### src/rtl/link_pkg.sv
// Shared definitions for the 4-bit serial link: default geometry, divider sizing
// and the receive-side state encoding.
package link_pkg;
   localparam int unsigned WIDTH_DEF    = 4;
   localparam int unsigned TICK_DIV_DEF = 100_000_000;
   localparam int unsigned CNT_W_DEF    = 27;

   typedef enum logic {
      IDLE  = 1'b0,
      SHIFT = 1'b1
   } rx_state_e;

   // Counter width able to hold 0..n-1, never narrower than one bit.
   function automatic int unsigned cnt_bits(input int unsigned n);
      return (n > 1) ? $clog2(n) : 1;
   endfunction
endpackage

### src/rtl/tick_gen.sv
// Slow shift-tick generator shared by both ends of the serial link.
// tick is a registered one-cycle pulse following the terminal divider count.
module tick_gen
   import link_pkg::*;
#(
   parameter int unsigned TICK_DIV = TICK_DIV_DEF,
   parameter int unsigned CNT_W    = CNT_W_DEF
) (
   input  logic clk,
   input  logic rst,
   input  logic en,
   input  logic sync,
   output logic tick
);

   localparam logic [CNT_W-1:0] DIV_LAST = CNT_W'(TICK_DIV - 1);

   logic [CNT_W-1:0] div_cnt_q, div_cnt_d;
   logic             tick_q, tick_d;

   always_comb begin
      div_cnt_d = div_cnt_q;
      tick_d    = 1'b0;
      if (sync) begin
         div_cnt_d = '0;
      end else if (en) begin
         div_cnt_d = (div_cnt_q == DIV_LAST) ? '0 : div_cnt_q + CNT_W'(1);
         tick_d    = (div_cnt_q == DIV_LAST);
      end
   end

   always_ff @(posedge clk or negedge rst) begin
      if (!rst) begin
         div_cnt_q <= '0;
         tick_q    <= 1'b0;
      end else begin
         div_cnt_q <= div_cnt_d;
         tick_q    <= tick_d;
      end
   end

   assign tick = tick_q;

endmodule

### src/rtl/sipo_frame_rx.sv
// Serial-to-parallel receive stage: samples si on the shared shift tick, rebuilds
// LSB-first words and offers them on a valid/ready handshake with overrun tracking.
module sipo_frame_rx
   import link_pkg::*;
#(
   parameter int unsigned WIDTH    = WIDTH_DEF,
   parameter int unsigned TICK_DIV = TICK_DIV_DEF,
   parameter int unsigned CNT_W    = CNT_W_DEF
) (
   input  logic             clk,
   input  logic             rst,
   input  logic             en,
   input  logic             sync,
   input  logic             si,
   input  logic             rx_ready,
   output logic [WIDTH-1:0] rx_data,
   output logic             rx_valid,
   output logic             overrun,
   output logic             busy
);

   localparam int unsigned      BCW      = cnt_bits(WIDTH);
   localparam logic [BCW-1:0]   LAST_BIT = BCW'(WIDTH - 1);

   rx_state_e        state_q, state_d;
   logic [BCW-1:0]   bit_cnt_q, bit_cnt_d;
   logic [WIDTH-1:0] shreg_q, shreg_d;
   logic [WIDTH-1:0] rx_data_q, rx_data_d;
   logic             rx_valid_q, rx_valid_d;
   logic             overrun_q, overrun_d;

   logic             tick;
   logic             sample;
   logic             word_done;
   logic [WIDTH-1:0] shreg_nxt;

   tick_gen #(
      .TICK_DIV (TICK_DIV),
      .CNT_W    (CNT_W)
   ) u_tick_gen (
      .clk  (clk),
      .rst  (rst),
      .en   (en),
      .sync (sync),
      .tick (tick)
   );

   // Shift form stays legal for WIDTH=1, where the incoming bit is the whole word.
   assign shreg_nxt = (shreg_q >> 1) | (WIDTH'(si) << (WIDTH - 1));
   assign sample    = tick & en & ~sync;

   always_comb begin
      state_d    = state_q;
      bit_cnt_d  = bit_cnt_q;
      shreg_d    = shreg_q;
      rx_data_d  = rx_data_q;
      rx_valid_d = rx_valid_q;
      overrun_d  = overrun_q;
      word_done  = 1'b0;

      if (rx_valid_q && rx_ready) begin
         rx_valid_d = 1'b0;
      end

      if (sync) begin
         state_d   = IDLE;
         bit_cnt_d = '0;
         shreg_d   = '0;
         overrun_d = 1'b0;
      end else if (sample) begin
         shreg_d = shreg_nxt;
         if (bit_cnt_q == LAST_BIT) begin
            word_done = 1'b1;
            bit_cnt_d = '0;
            state_d   = IDLE;
         end else begin
            bit_cnt_d = bit_cnt_q + BCW'(1);
            state_d   = SHIFT;
         end
      end

      // A word accepted in the same cycle frees the slot for the new one.
      if (word_done) begin
         if (!rx_valid_q || rx_ready) begin
            rx_data_d  = shreg_nxt;
            rx_valid_d = 1'b1;
         end else begin
            overrun_d = 1'b1;
         end
      end
   end

   always_ff @(posedge clk or negedge rst) begin
      if (!rst) begin
         state_q    <= IDLE;
         bit_cnt_q  <= '0;
         shreg_q    <= '0;
         rx_data_q  <= '0;
         rx_valid_q <= 1'b0;
         overrun_q  <= 1'b0;
      end else begin
         state_q    <= state_d;
         bit_cnt_q  <= bit_cnt_d;
         shreg_q    <= shreg_d;
         rx_data_q  <= rx_data_d;
         rx_valid_q <= rx_valid_d;
         overrun_q  <= overrun_d;
      end
   end

   assign rx_data  = rx_data_q;
   assign rx_valid = rx_valid_q;
   assign overrun  = overrun_q;
   assign busy     = (bit_cnt_q != '0);

endmodule

### config.mk
export PLATFORM = sky130hd
export DESIGN_NAME = sipo_frame_rx
export DESIGN_NICKNAME = d
export VERILOG_FILES = /design/src/rtl/link_pkg.sv /design/src/rtl/tick_gen.sv /design/src/rtl/sipo_frame_rx.sv
export SDC_FILE = /design/constraint.sdc
export NUM_CORES = 1
export LEC_CHECK = 0
export CAP_MARGIN = 20
export CORE_MARGIN = 1
export CORE_UTILIZATION = 58
export CTS_BUF_LIST = sky130_fd_sc_hd__clkbuf_2 sky130_fd_sc_hd__clkbuf_4 sky130_fd_sc_hd__clkbuf_8
export DETAILED_ROUTE_END_ITERATION = 10
export GPL_ROUTABILITY_DRIVEN = 0
export PLACE_DENSITY = 0.78
export SETUP_SLACK_MARGIN = 0.15
export SKIP_LAST_GASP = 1
export SLEW_MARGIN = 0
export SYNTH_ARGS = -nofsm -noshare
export SYNTH_HDL_FRONTEND = slang
export SYNTH_HIERARCHICAL = 1
export SYNTH_SLANG_ARGS = --single-unit
### constraint.sdc
create_clock -name clk -period 5.03 [get_ports clk]
set_clock_uncertainty 0.15 [all_clocks]
set_input_delay 1.006 -clock clk [delete_from_list [all_inputs] [get_ports clk]]
set_output_delay 1.006 -clock clk [all_outputs]
set_load 0.02 [all_outputs]
==> qor.json, run 1 <==
{
  "clock_network": {
    "cts_sinks": 39,
    "clk_pin_slew_ps": 110,
    "clockRootBuffer": "clkbuf_4",
    "post-cts-setup-buffers": 0,
    "cts_made_buffers": 5,
    "cts.path.max_buffers": 2,
    "cts.hold.buffers_added": 0,
    "cts_tree": "done",
    "cts-htree-levels": 2,
    "insertion_delay_ps": 340,
    "post_cts.resized_instances": 0
  },
  "critical_path": {
    "crit_path_max_fanout": 26,
    "critical_path.top_delay_family": "buffers and inverters",
    "timing.critical_path.buf_inv": 2,
    "end_kind": "flip-flop",
    "cp.required_ps": 5140,
    "critPathArrivalTime_ps": 3270,
    "worst_path_max_delay_cell": "clkdlybuf4s50_1",
    "cp_cell_sequence": "clkdlybuf4s50_1 -> inv_1 -> or3_2 -> a31oi_1",
    "cp_slowest_stage_delay_ps": 1070,
    "startpoint_type": "input pin",
    "timing_worst_setup_path_type": "input pin to flip-flop"
  },
  "drt": {
    "detail_route.drc_violations": 0,
    "post_drt_via_cell_ratio": 6.19,
    "detail_route.iter0.violations": 104,
    "num_vias": 1677,
    "detailedRoute.firstPassIterationCount": 4,
    "post_drt_wl_per_cell_um": 15.5,
    "antenna_violating_nets_post_route": 0,
    "postRouteWirelength_mm": 4.20
  },
  "cells_and_area": {
    "synthesis_to_layout_area_growth_pct": 7.21,
    "finish.instance_area_um2": 2270,
    "most_common_cell_after_layout_fill_and_taps_aside": "dfrtp_1",
    "nFillCells": 267,
    "diode_count": 0,
    "final_cell_mix": "dfrtp_1, nor2_1, nand2_1, nand3_1, xor2_1",
    "layout-drive-gt1-share": 0.0933,
    "num-nets-final": 233
  },
  "power_and_ir_drop": {
    "worst_ir_drop_vdd_mv": 0.143,
    "combinationalPowerShare": 0.048,
    "p_int_uw": 373,
    "power_density_nw_per_um2": 216,
    "power.share.switching": 0.239,
    "p_seq_frac": 0.644,
    "leakagePower_uw": 0.000983,
    "power.net_switching_uw": 117,
    "power.share.clock": 0.307
  },
  "global_routing": {
    "grt_first_pass_wirelength_mm": 7.35,
    "antenna_violations_before_repair": 0,
    "globalRoute.totalOverflow": 0,
    "global_route.usage.total": 0.240,
    "grt_start_max_net_pins": 40,
    "first_global_vias": 1608
  },
  "die": {
    "num_rows": 21,
    "pin_count": 13,
    "placeableCoreArea_um2": 3420,
    "initial_utilization": 0.620,
    "total_die_area_um2": 3900,
    "die_h_um": 62.4,
    "die_w_um": 62.4
  },
  "synthesis": {
    "mappedNetlistNets": 222,
    "postSynthRegisterBits": 39,
    "synth_enable_flop_cells": 0,
    "syn_area_um2": 2120,
    "netlist_instances": 213,
    "async_reset_ff_frac": 1.00,
    "postSynth.topFlopCell": "dfrtp_1",
    "postSynthAreaPerCell_um2": 9.94,
    "yosysWarnings": 6,
    "synth_cell_types": 48,
    "synth-seq-area-share": 0.461
  },
  "placed_design": {
    "hpwlAfterDp_mm": 2.96,
    "io_buffer_count": 12,
    "placedInstanceArea_um2": 2220,
    "preCtsSetupSlack_ps": 1550
  },
  "timing": {
    "setup_ws_ps": 1860,
    "totalNegativeSetupSlack_ps": 0,
    "report.final.setup_viol": 0,
    "maxSlewHeadroom": 0.387,
    "worstMarginPinSlew_ps": 916,
    "grt_setup_unrepaired": "false",
    "period_needed_ps": 3170,
    "final-max-slew-violation-count": 0,
    "final_hold_viol_count": 0,
    "fmax_ghz": 0.316,
    "post-route-period-util": 0.630
  },
  "run": {
    "drv_cap": 0
  },
  "min_path": {
    "worstHoldPathType": "flip-flop to flip-flop"
  },
  "status": {
    "outcome": "completed"
  }
}
[path summary, 6_finish.rpt]
kind	endpoint	slack (ps)	cells past startpoint	from
max	u_tick_gen/div_cnt_q[3]	1860	4	en
min	rx_data[2]	350	1	rx_data[2]
max reg2reg	u_tick_gen/div_cnt_q[19]	2500	6	u_tick_gen/div_cnt_q[0]
min reg2reg	rx_data[2]	350	1	rx_data[2]
max in group asynchronous	u_tick_gen/div_cnt_q[1]	3610	1	rst
min in group asynchronous	shreg_q[3]	600	1	rst
[worst reg2reg max path, stage by stage (launching register included)]
cell      delay, ps
dfrtp_1         410
ha_1            210
and4_1          440
nand4_4         150
or4_4           660
o21bai_4        310
nor2_1          100
[power groups by stage]
stage | registers (uW) | logic [uW] | clock network [uW]
global route | 316 | 27.1 | 173
floorplan | 322 | 11.8 | 0
global placement | 322 | 23.4 | 0
finish | 316 | 23.7 | 151
CTS | 316 | 24.1 | 157
detailed placement | 322 | 23.9 | 0
[Yosys cell counts, drive strengths merged (3+ instances only)]
library cell / n / share of area
xnor2: 3 / 0.012
nor3: 5 / 0.012
ha: 3 / 0.018
or3: 3 / 0.0095
nand3b: 5 / 0.018
o211ai: 3 / 0.011
buf: 6 / 0.032
nand2: 20 / 0.035
and4: 6 / 0.025
nand3: 15 / 0.035
o21ai: 3 / 0.0071
nor2: 27 / 0.051
nand4: 11 / 0.040
a31oi: 5 / 0.015
xor2: 13 / 0.054
a21oi: 9 / 0.021
clkbuf: 3 / 0.0059
mux2: 5 / 0.028
and3: 6 / 0.019
inv: 4 / 0.0071
dfrtp: 39 / 0.46
[registers in the layout (all words and copies together), names as in the netlist]
| name | count |
|---|---|
| rx_data | 4 |
| bit_cnt_q | 2 |
| u_tick_gen/tick | 1 |
| u_tick_gen/div_cnt_q | 27 |
| rx_valid | 1 |
| shreg_q | 3 |
| overrun | 1 |
[layer usage]
metal  up-vias  global-route usage  wire length, um
met5         -                   0                0
met4         0              0.0930               72
met3         8              0.0566              219
met2        60               0.386             2060
met1       819               0.313             1840
li1        790                   -                -
[final cells by class]
class / count / area [um2] / share of cell area
Sequential cell: 39 / 976 / 0.430
Clock inverter: 3 / 15.0 / 0.00662
Tap cell: 46 / 57.6 / 0.0254
Multi-Input combinational cell: 161 / 1050 / 0.461
Inverter: 4 / 15.0 / 0.00662
Clock buffer: 5 / 37.5 / 0.0165
Timing Repair Buffer: 13 / 123 / 0.0540
[through the flow]
stage                      util  hold WS [ps]  total power (uW)  std cells
final                     0.664           350               490        271
after global placement    0.649           318               345        263
after detailed placement  0.649           332               346        263
after floorplan               -           331               333        213
after global routing      0.664           383               516        271
after CTS                 0.664           359               496        271
[cells by family (layout without fill, tap and decap cells)]
kind of cell,after synthesis,in the layout,share of synthesized area
buffers and inverters,13,25,0.0449
DFF,39,39,0.461
xor gates and xnor gates,16,16,0.0662
adders and majority gates,3,3,0.0177
and+or+nand+nor,108,108,0.287
AOI/OAI and AO/OA,28,28,0.0904
muxes,6,6,0.0331
No activity file was read; power rests on OpenSTA's default activity.
==> run 2, diff against run 1 <==
clock period = 3.3 ns   (was 5.03 ns; I/O delays follow)
==> qor.json, run 2 (same netlist as run 1, synthesis figures left out) <==
{
  "timing": {
    "period_needed_ps": 2540,
    "totalNegativeSetupSlack": {"value": 0, "unit": "ps", "change": "unchanged"},
    "worst_hold_slack": {"value": 264, "unit": "ps", "change": "-86.4 ps"},
    "grt_setup_unrepaired": "false",
    "final-max-slew-violation-count": {"value": 0, "change": "unchanged"},
    "post-route-period-util": 0.770,
    "fmax_ghz": 0.393,
    "report.final.setup_viol": {"value": 0, "change": "unchanged"},
    "maxSlewHeadroom": {"value": 0.434, "change": "+0.0467"},
    "final_hold_viol_count": {"value": 0, "change": "unchanged"},
    "worstMarginPinSlew": {"value": 849, "unit": "ps", "change": "-67.2 ps"}
  },
  "critical_path": {
    "cp_slowest_stage_delay": {"value": 660, "unit": "ps", "change": "-410 ps"},
    "crit_path_max_fanout": {"value": 14, "change": "-46%"},
    "cp.required": {"value": 3380, "unit": "ps", "change": "-1760 ps"},
    "reg2reg_setup_slack": {"value": 760, "unit": "ps", "change": "-1740 ps"},
    "worst_reg2reg_path_depth": {"value": 6, "change": "unchanged"},
    "worst_path_max_delay_cell": "or4_4",
    "timing_worst_setup_path_type": "flip-flop to flip-flop",
    "startpoint_type": "flip-flop",
    "critPathArrivalTime": {"value": 2620, "unit": "ps", "change": "-650 ps"},
    "rr_endpoint": "u_tick_gen/div_cnt_q[10]",
    "timing.rr.start": "u_tick_gen/div_cnt_q[0]",
    "cp_cell_sequence": "ha_1 -> and4_1 -> nand4_4 -> or4_4 -> o21bai_4 -> nor2_1",
    "end_kind": "flip-flop"
  },
  "cells_and_area": {
    "synthesis_to_layout_area_growth_pct": 7.92,
    "largest_register_ffs": {"value": 27, "change": "unchanged"},
    "num-nets-final": {"value": 236, "change": "+1.3%"},
    "layout.area.seq": {"value": 976, "unit": "um2", "change": "unchanged"},
    "nFillCells": {"value": 273, "change": "+2.2%"},
    "most_common_cell_after_layout_fill_and_taps_aside": "dfrtp_1",
    "layout-drive-gt1-share": {"value": 0.0973, "change": "+0.00401"},
    "diode_count": {"value": 0, "change": "unchanged"},
    "final_cell_mix": "dfrtp_1, nor2_1, nand2_1, nand3_1, xor2_1",
    "top_register": "u_tick_gen/div_cnt_q",
    "multiInputGateArea": {"value": 1050, "unit": "um2", "change": "unchanged"}
  },
  "power_and_ir_drop": {
    "power": {"value": 748, "unit": "uW", "change": "+53%"},
    "leakagePower": {"value": 0.000990, "unit": "uW", "change": "+0.74%"},
    "worst_ir_drop_vdd": {"value": 0.258, "unit": "mV", "change": "+81%"},
    "power_density": {"value": 328, "unit": "nW/um2", "change": "+52%"}
  },
  "global_routing": {
    "global_route.usage.total": {"value": 0.251, "change": "+0.0110"},
    "first_global_vias": {"value": 1625, "change": "+1.1%"},
    "grt_first_pass_wirelength": {"value": 7.61, "unit": "mm", "change": "+3.6%"},
    "globalRoute.totalOverflow": {"value": 0, "change": "unchanged"},
    "grt_start_max_net_pins": {"value": 40, "change": "unchanged"},
    "antenna_violations_before_repair": {"value": 0, "change": "unchanged"}
  },
  "drt": {
    "post_drt_wl_per_cell": {"value": 15.6, "unit": "um", "change": "+0.68%"},
    "wl_met1": {"value": 1.95, "unit": "mm", "change": "+5.5%"},
    "post_drt_via_cell_ratio": {"value": 6.07, "change": "-1.9%"},
    "num_vias": {"value": 1651, "change": "-1.6%"},
    "detailroute.wirelength.met3": {"value": 216, "unit": "um", "change": "-1.4%"},
    "antenna_violating_nets_post_route": {"value": 0, "change": "unchanged"},
    "detailedRoute.firstPassIterationCount": {"value": 4, "change": "unchanged"},
    "detail_route.iter0.violations": {"value": 135, "change": "+30%"},
    "wl_met2": {"value": 2.02, "unit": "mm", "change": "-2.2%"},
    "detail_route.drc_violations": {"value": 0, "change": "unchanged"},
    "postRouteWirelength": {"value": 4.24, "unit": "mm", "change": "+1.0%"},
    "top_layer": "met4"
  },
  "clock_network": {
    "clk_pin_slew": {"value": 110, "unit": "ps", "change": "about the same"},
    "post_cts.resized_instances": {"value": 0, "change": "unchanged"},
    "clockRootBuffer": "clkbuf_4",
    "cts.hold.buffers_added": {"value": 0, "change": "unchanged"},
    "cts.path.max_buffers": {"value": 2, "change": "unchanged"},
    "insertion_delay": {"value": 340, "unit": "ps", "change": "about the same"},
    "cts_sinks": {"value": 39, "change": "unchanged"},
    "cts_made_buffers": {"value": 5, "change": "unchanged"},
    "cts-htree-levels": {"value": 2, "change": "unchanged"},
    "cts_tree": "done",
    "post-cts-setup-buffers": {"value": 0, "change": "unchanged"}
  },
  "placed_design": {
    "hpwlAfterDp": {"value": 3.01, "unit": "mm", "change": "+1.7%"},
    "io_buffer_count": {"value": 12, "change": "unchanged"}
  },
  "die": {
    "initial_utilization": {"value": 0.620, "change": "unchanged"},
    "die_w": {"value": 62.4, "unit": "um", "change": "unchanged"},
    "die_h": {"value": 62.4, "unit": "um", "change": "unchanged"},
    "pin_count": {"value": 13, "change": "unchanged"},
    "total_die_area": {"value": 3900, "unit": "um2", "change": "unchanged"},
    "num_rows": {"value": 21, "change": "unchanged"},
    "placeableCoreArea": {"value": 3420, "unit": "um2", "change": "unchanged"}
  },
  "status": {
    "outcome": "completed"
  },
  "min_path": {
    "worstHoldPathType": "input pin to async pin"
  },
  "run": {
    "drv_cap": {"value": 0, "change": "unchanged"}
  }
}
[run 2: routing by layer]
metal / global-route usage / vias to the layer above
met1: 0.343 / 794
li1: - / 797
met3: 0.0675 / 8
met5: 0 / -
met2: 0.386 / 52
met4: 0.0843 / 0
[run 2: power by group]
| group | internal (uW) | switching, uW |
|---|---|---|
| clock | 84.1 | 143 |
| combinational | 12.3 | 27.7 |
| sequential | 479 | 1.99 |
| total | 576 | 173 |
[run 2: worst max path at each step]
stage | from | end
after global routing | u_tick_gen/div_cnt_q[0] | u_tick_gen/div_cnt_q[10]
after floorplan | u_tick_gen/div_cnt_q[0] | u_tick_gen/div_cnt_q[16]
after global placement | en | u_tick_gen/div_cnt_q[11]
after CTS | u_tick_gen/div_cnt_q[0] | u_tick_gen/div_cnt_q[10]
final | u_tick_gen/div_cnt_q[0] | u_tick_gen/div_cnt_q[10]
after detailed placement | en | u_tick_gen/div_cnt_q[11]
[run 2: worst max-delay path: cells and delay by family, from the launching register on]
family	cells	cell delay, ps
AO/OA/AOI/OAI	1	320
adder cells (fa/ha/maj)	1	220
flip-flops	1	420
AND/OR/NAND/NOR	4	1320
[run 2: final cells by class]
cell class              count  share of cell area
inverters                   4             0.00657
multi-input cells         161               0.458
repair buffers             16              0.0635
well taps                  46              0.0252
clock buffers               6              0.0197
flip-flops and latches     39               0.427
[run 2: through the flow]
stage	setup slack (ps)	utilization	cell area, um2	instances
after global routing	642	0.669	2280	272
after floorplan	1080	-	2120	213
after global placement	694	0.656	2240	266
after CTS	780	0.669	2280	272
final	758	0.669	2280	272
after detailed placement	642	0.656	2240	266
